$ cat src/rtl/gravador_jogada_pkg.sv
// Shared definitions for the Genius sequence-memory write controller.
package gravador_jogada_pkg;

    localparam int DATA_W_PADRAO = 4;
    localparam int ADDR_W_PADRAO = 4;

    // 4-bit state codes, also decoded by the control unit's debug display
    typedef enum logic [3:0] {
        OCIOSO        = 4'd0,
        AGUARDA_SOLTA = 4'd1,
        ESPERA        = 4'd2,
        GRAVA         = 4'd3,
        FIM_OK        = 4'd4,
        FIM_TIMEOUT   = 4'd5
    } estado_t;

endpackage

$ cat src/rtl/gravador_jogada_detector.sv
// Valid-press detector: exactly one button pressed, all released on the previous cycle.
module detector_jogada
    import gravador_jogada_pkg::*;
#(
    parameter int DATA_W = DATA_W_PADRAO
) (
    input  logic              clock,
    input  logic              reset,
    input  logic [DATA_W-1:0] botoes,
    output logic              jogada_valida
);

    logic [DATA_W-1:0] botoes_r;
    logic              um_bit;

    // previous-cycle sample of the button levels
    always_ff @(posedge clock or posedge reset) begin
        if (reset) botoes_r <= '0;
        else       botoes_r <= botoes;
    end

    // one-hot check qualified by a release on the previous cycle
    always_comb begin
        um_bit        = (botoes != '0) && ((botoes & (botoes - DATA_W'(1))) == '0);
        jogada_valida = um_bit && (botoes_r == '0);
    end

endmodule

$ cat src/rtl/gravador_jogada.sv
// Sequence-memory write controller: waits for release, captures one press, writes it.
module gravador_jogada
    import gravador_jogada_pkg::*;
#(
    parameter int TIMEOUT_CICLOS = 5000,
    parameter int ADDR_W         = ADDR_W_PADRAO,
    parameter int DATA_W         = DATA_W_PADRAO
) (
    input  logic              clock,
    input  logic              reset,
    input  logic              iniciar,
    input  logic [ADDR_W-1:0] endereco,
    input  logic [DATA_W-1:0] botoes,
    output logic              mem_we,
    output logic [ADDR_W-1:0] mem_addr,
    output logic [DATA_W-1:0] mem_dado,
    output logic              pronto,
    output logic              gravou,
    output logic              timeout,
    output logic [3:0]        db_estado
);

    localparam int              TW        = (TIMEOUT_CICLOS > 1) ? $clog2(TIMEOUT_CICLOS) : 1;
    localparam logic [TW-1:0]   TIMER_FIM = TW'(TIMEOUT_CICLOS - 1);

    estado_t           estado, proximo;
    logic [TW-1:0]     timer;
    logic [ADDR_W-1:0] addr_r;
    logic [DATA_W-1:0] dado_r;
    logic              jogada_valida;

    detector_jogada #(.DATA_W(DATA_W)) u_detector (
        .clock         (clock),
        .reset         (reset),
        .botoes        (botoes),
        .jogada_valida (jogada_valida)
    );

    // state register
    always_ff @(posedge clock or posedge reset) begin
        if (reset) estado <= OCIOSO;
        else       estado <= proximo;
    end

    // next-state logic; unused codes fall back to OCIOSO
    always_comb begin
        proximo = estado;
        case (estado)
            OCIOSO:        if (iniciar) proximo = AGUARDA_SOLTA;
            AGUARDA_SOLTA: if (botoes == '0) proximo = ESPERA;
            ESPERA: begin
                if (jogada_valida)           proximo = GRAVA;
                else if (timer == TIMER_FIM) proximo = FIM_TIMEOUT;
            end
            GRAVA:         proximo = FIM_OK;
            FIM_OK:        proximo = OCIOSO;
            FIM_TIMEOUT:   proximo = OCIOSO;
            default:       proximo = OCIOSO;
        endcase
    end

    // timeout timer: cleared while waiting for release, counts during ESPERA
    always_ff @(posedge clock or posedge reset) begin
        if (reset)                         timer <= '0;
        else if (estado == AGUARDA_SOLTA)  timer <= '0;
        else if (estado == ESPERA)         timer <= timer + TW'(1);
    end

    // address latched on accepted start, data latched on valid press
    always_ff @(posedge clock or posedge reset) begin
        if (reset) begin
            addr_r <= '0;
            dado_r <= '0;
        end else begin
            if (estado == OCIOSO && iniciar)        addr_r <= endereco;
            if (estado == ESPERA && jogada_valida)  dado_r <= botoes;
        end
    end

    // Moore outputs decoded from the registered state
    always_comb begin
        mem_we    = (estado == GRAVA);
        pronto    = (estado == FIM_OK) || (estado == FIM_TIMEOUT);
        gravou    = (estado == FIM_OK);
        timeout   = (estado == FIM_TIMEOUT);
        db_estado = estado;
        mem_addr  = addr_r;
        mem_dado  = dado_r;
    end

endmodule

$ cat config.mk
export PLATFORM = sky130hd
export DESIGN_NAME = gravador_jogada
export DESIGN_NICKNAME = d
export VERILOG_FILES = /design/src/rtl/gravador_jogada_pkg.sv /design/src/rtl/gravador_jogada_detector.sv /design/src/rtl/gravador_jogada.sv
export SDC_FILE = /design/constraint.sdc
export NUM_CORES = 1
export LEC_CHECK = 0
export BUFFER_PORTS_ARGS = -buffer_cell sky130_fd_sc_hd__clkbuf_2
export CAP_MARGIN = 20
export CORE_ASPECT_RATIO = 0.75
export CORE_MARGIN = 4
export CORE_UTILIZATION = 48
export CTS_CLUSTER_DIAMETER = 150
export DETAILED_ROUTE_END_ITERATION = 8
export HOLD_SLACK_MARGIN = 0.06
export PLACE_DENSITY_LB_ADDON = 0.1
export SLEW_MARGIN = 20
export SYNTH_ARGS = -nofsm -noshare
export SYNTH_HDL_FRONTEND = slang
export SYNTH_SLANG_ARGS = --single-unit
$ cat constraint.sdc
create_clock -name clock -period 1.6 [get_ports clock]
set_input_delay 0.16 -clock clock [delete_from_list [all_inputs] [get_ports clock]]
set_output_delay 0.16 -clock clock [all_outputs]
set_load 0.02 [all_outputs]
Yosys cells after proc, flatten, opt, wreduce, memory -nomap -nowiden
Index checks and enable logic that the tools add are counted.
{"block": "word_totals", "register_bits": 29, "output_inout_bits": 16, "word_cells": 36}
{"block": "op_classes", "addsub": 2, "n_eq_ne": 9, "mux": 7, "n_bitwise": 1, "n_reduce_logical": 12}
{"cell": "$mux W13", "n": 2}
{"cell": "$logic_not A4 Y1", "n": 4}
{"cell": "$mux W4", "n": 4}
{"cell": "$pmux W4 S4", "n": 1}
{"cell": "$add A13 B1 Y13 const B", "n": 1}
{"cell": "$eq A13 B13 Y1 const B", "n": 1}
{"cell": "$eq A4 B2 Y1 const B", "n": 2}
{"cell": "$eq A4 B3 Y1 const B", "n": 2}
{"cell": "$and A4 B4 Y4", "n": 1}
{"cell": "$eq A4 B1 Y1 const B", "n": 1}
{"cell": "$logic_and A1 B1 Y1", "n": 4}
{"cell": "$ne A2 B2 Y1 const B", "n": 2}
{"cell": "$reduce_bool A4 Y1", "n": 1}
{"cell": "$sub A4 B1 Y4 const B", "n": 1}
{"cell": "$ne A3 B3 Y1 const B", "n": 1}
{"cell": "$reduce_and A3 Y1", "n": 1}
{"cell": "$reduce_bool A2 Y1", "n": 1}
{"cell": "$logic_or A1 B1 Y1", "n": 1}

Logic depth before layout (Yosys ltp)
{"block": "depth", "word_depth": 7, "ltp_mapped": 7, "mapped_depth_nobuf": 5}

Modules after synthesis
From an unflattened synthesis, not the netlist that was laid out.
{"block": "unflattened", "cells_unflattened": 130, "hier_area_um2": 1403.8}
{"module": "gravador_jogada", "instances": 1, "cells_per_inst": 118, "area_each_um2": 1244.9, "seq_area_each_um2": 600.6}
{"module": "detector_jogada", "instances": 1, "cells_per_inst": 12, "area_each_um2": 158.9, "seq_area_each_um2": 100.1}

Worst setup path after synthesis
Ideal clock, no wire load.
{"block": "synth_path", "kind": "register -> register", "from": "register estado[0], in the netlist db_estado[0]", "to": "register dado_r[0], in the netlist mem_dado[0]", "setup_ns": 0.125, "arrival_time_ns": 1.692, "path_slack_ns": -0.216, "stages_incl_launch_ff": 6, "cell_sequence": "dfrtp_1 > buf_6 > or3b_1 > buf_6 > nor3_4 > mux2_2"}
{"block": "synth_via", "elab_chain_cells": 2}
{"element": "start: declaration", "line_no": "gravador_jogada.sv:26", "text": "estado_t estado, proximo;"}
{"element": "start signal: assignment", "line_no": "gravador_jogada.sv:42", "text": "else estado <= proximo;"}
{"element": "$eq A4 B2 Y1", "line_no": "gravador_jogada.sv:76", "text": "if (estado == ESPERA && jogada_valida) dado_r <= botoes;"}
{"element": "$logic_and A1 B1 Y1", "line_no": "gravador_jogada.sv:76"}
{"element": "end signal: assignment", "line_no": "gravador_jogada.sv:76"}
{"element": "end: declaration", "line_no": "gravador_jogada.sv:29", "text": "logic [DATA_W-1:0] dado_r;"}
Every way passes these cells.
A chain may end at the register's enable or synchronous reset.

Worst setup path after layout
{"block": "layout_path", "from": "register estado[2], in the netlist db_estado[2]", "to": "register dado_r[1], in the netlist mem_dado[1]"}
Same word-level chain as after synthesis.

==> metrics.md <==
| Metric | Value |
|---|---|
| Status | complete, but fails checks |
| Failing checks | negative setup slack |
| Final wirelength | between 2 and 3 mm |
| Combined buffer and inverter count along the critical path | 0 |
| Cell total after placement | 194 |
| Critical path's top delay family | simple AND/OR/NAND/NOR gates |
| Grt ovf | 0 |
| Detailed Place HPWL | 2.11 mm |
| Type of the tightest min-delay check | in2reg |
| Number of cells on the worst reg-to-reg path | 3 |
| Routed len/inst | 13.9 um |
| Endpoint with the worst hold slack | u_detector.botoes_r[2] |
| Final WS setup | -0.0222 ns |
| Worst-case register-to-register setup slack | -0.02 ns |
| Clock slew at reported path FFs | roughly 0.090 ns |
| Master of the slowest instance on the critical path | or3b_4 |
| Fin util | a little over three fifths |
| Routability congestion estimate from global placement | 0.815 |
| Clock tree sinks | 28 |
| Actual slew at the worst max-slew pin | 0.587 ns |
| Max-slew headroom | 60.6% |
| Number of ports placed on the die boundary | 27 |
| Post-route insts no fill | 202 |
| Number of library cell types mapped by synthesis | 39 |
| Final Hold Vio Count | 0 |
| Min-delay src | botoes[2] |
| FF+latch count, synth | 28 |
| Synthesized cell area | 0.00136 mm2 |
| Highest fanout seen on the critical path | 5 |
| DRC violations left | 0 |
| Share of layout cells above drive strength 1 | 34.3% |
| Syn. warnings | 0 |
| Cell types occupying the most area after synthesis | dfrtp_1 (52%), mux2_2 (6.6%), o21ai_0 (4.8%) |
| Overall routing resource usage | 16.9% |
| Leak pwr | 0.837 nW |
| Initial antenna violation count | 0 |
| Starting utilization of the core area | 51.1% |
| Cell depth of the worst min-delay path | 1 |
| Die area | 0.00376 mm2 |
| Max-slew violation total from the final report | 0 |
| Proportion of netlist area held by the largest area contributor | approximately half |
| Top metal layer carrying routed signals | met4 |
| Worst reg2reg path startpoint | db_estado[2] |
| Number of enable flip-flop cells after synthesis | 0 |
| First-pass iteration count of the detailed router | 4 |
| Maximum frequency from static timing analysis | 616 MHz |
| Largest clock skew in the final design | 0.00543 ns |
| Required @ worst endpoint | 1.76 ns |
| Buffers on Ports | 25 |
| Horizontal extent of the die | 69.5 um |
| Global-route wire length before repair | between 4 and 5 mm |
| Ratio of final minimum period to clock period | 101% |
| Number of vias per cell after detailed routing | between 5 and 6 |
| Total of max-cap violations | 0 |
| Critical path launch point type | flop |
| Level count of the clock H-tree | 1 |
| Biggest area consumer among synthesized cells | dfrtp_1 |
| Number of buffers added by the clock tree synthesis step | 3 |
| Critical path, cell by cell | or3b_4 -> nor3_4 -> mux2_2 |
| Data arrival, critical path | 1.78 ns |
| Pin count of the biggest net entering global routing | 21 |
| Met3 wire length | 131 um |
| Clock tree from TritonCTS | built |
| Category of the critical setup timing path | reg2reg |
| Std-Cell Core Area | about 0.0027 mm2 |
| Maximum count of clock buffers along a single path | 2 |
| CTS Root Buffer Type | clkbuf_8 |
| Unrepaired setup endpoints after global routing | true |
| Largest vdd supply drop | 614 uV |
| Syn-to-layout area delta | 23.3% |
| Number of core rows | 16 |
| Vias in the first global route | around 1,000 |
| Vert. Die Dim | 54.1 um |
| Most instantiated flip-flop cell in the synthesis netlist | dfrtp_1 |
| Proportion of register bits with asynchronous set or reset after synthesis | 100% |
| Met1 Wirelength | around 1.4 mm |
| Synthesized net count | 139 |
| Portion of the post-synthesis area used by sequential elements | about 52% |
| Via count | between 1,000 and 1,500 |
| Mapped Avg Cell Area | ~11 um2 |
| Power density cells | about 990 mW/mm2 |
| Fin nets | 179 |
| Violation count after the first detailed-route iteration | 50 |
| Later-pin clock latency in the skew report | 0.27 ns |
| Total length of routed met2 wires | 1.24 mm |
| Placement-stage worst setup slack | roughly 0.0054 ns |
| Category of the worst setup path capture point | flop |
| Setup Viol. Count Final | 4 |
| Instance count on the critical path | 3 |
| Highest cell delay on the worst timing path | 0.43 ns |
| Shortest period the worst path allows | 1.62 ns |
| Synthesized netlist cell count | roughly 130 |
| ANT cells | 0 |
| Antenna-violating nets left | 0 |
| Worst reg2reg endpoint | mem_dado[1] |
## worst max path at each step
stage	slack (ns)	end	from
6_report	-0.02	mem_dado[1]	db_estado[2]
5_1_grt	-0.06	timer[10]	db_estado[2]
4_1_cts	0.01	mem_dado[1]	u_detector.botoes_r[1]
3_5_place_dp	0.005	mem_dado[1]	db_estado[2]
3_3_place_gp	0.07	mem_dado[1]	db_estado[0]
2_1_floorplan	-0.13	mem_dado[0]	db_estado[0]
## synthesized netlist by cell type, types with 3 or more instances
cell type and n:
nand2_1 10, nor4b_1 3, and3_1 3, mux2_2 8
dfrtp_1 28, mux2i_1 3, a21oi_1 3, o21ai_0 13
and2_1 6, inv_1 3, nor2_1 6, nand3_1 4
## stage by stage
| stage | instance area (um2) | hold WS, ns | total power [W] | TNS (ns) |
|---|---|---|---|---|
| floorplan | 1370 | 0.191 | 0.00111 | -1.10 |
| global placement | 1570 | 0.0920 | 0.00122 | 0 |
| detailed placement | 1570 | 0.104 | 0.00124 | 0 |
| CTS | 1670 | 0.0615 | 0.00168 | 0 |
| global route | 1680 | 0.0728 | 0.00175 | -0.332 |
| finish | 1680 | 0.0789 | 0.00165 | -0.0388 |
## registers in the layout (all words and copies together), names as in the netlist
| name | cells |
|---|---|
| mem_dado | 4 |
| u_detector.botoes_r | 4 |
| mem_addr | 4 |
| db_estado | 3 |
| timer | 13 |
## power breakdown
part           total, W  switching (W)  internal, W
clock          0.000426       0.000206     0.000220
sequential     0.000815      0.0000351     0.000780
combinational  0.000412       0.000245     0.000167
## kinds of logic after synthesis
group	Yosys count	synth area share [%]
AO/OA/AOI/OAI	29	12.6
adder cells (fa/ha/maj)	1	0.920
buffers and inverters	8	3.77
other	1	0.276
flip-flops	28	51.5
AND/OR/NAND/NOR	48	21.4
XOR/XNOR	1	0.644
multiplexers	11	8.83
## metal layers
layer / track usage (%) / vias to the layer above
met4: 8.12 / 0
li1: - / 537
met3: 4.66 / 5
met1: 21.3 / 504
met2: 27.7 / 27
met5: 0 / -
## layout by cell type (no fill, tap or decap), drive strengths merged, types with 4 or more instances in the layout
master   n
buf     12
o21ai   15
nor2     6
clkbuf  29
nand2   10
and2     6
nand3    4
dfrtp   28
mux2     8
## layout make-up
type / instances / area, um2
inverter: 3 / 11.3
clock buffer: 4 / 55.1
sequential: 28 / 702
multi-input combinational: 91 / 618
fill: 213 / 986
timing repair buffer: 40 / 245
tap: 36 / 45.0
## worst reg2reg max path, delay by kind of cell, from the launching register on
kind,cells,cell delay [ns]
flip-flops,1,0.39
AND/OR/NAND/NOR,2,0.73
multiplexers,1,0.38
## repair_timing
item                                    4_1_cts  5_1_grt
hold buffers                                  3        0
hold endpoints to repair                     10        0
pin swaps                                     0        2
gates resized for setup                       2        1
buffers inserted                              0        1
endpoints found under the setup margin        1       14
(Power assumes the default switching activity.)
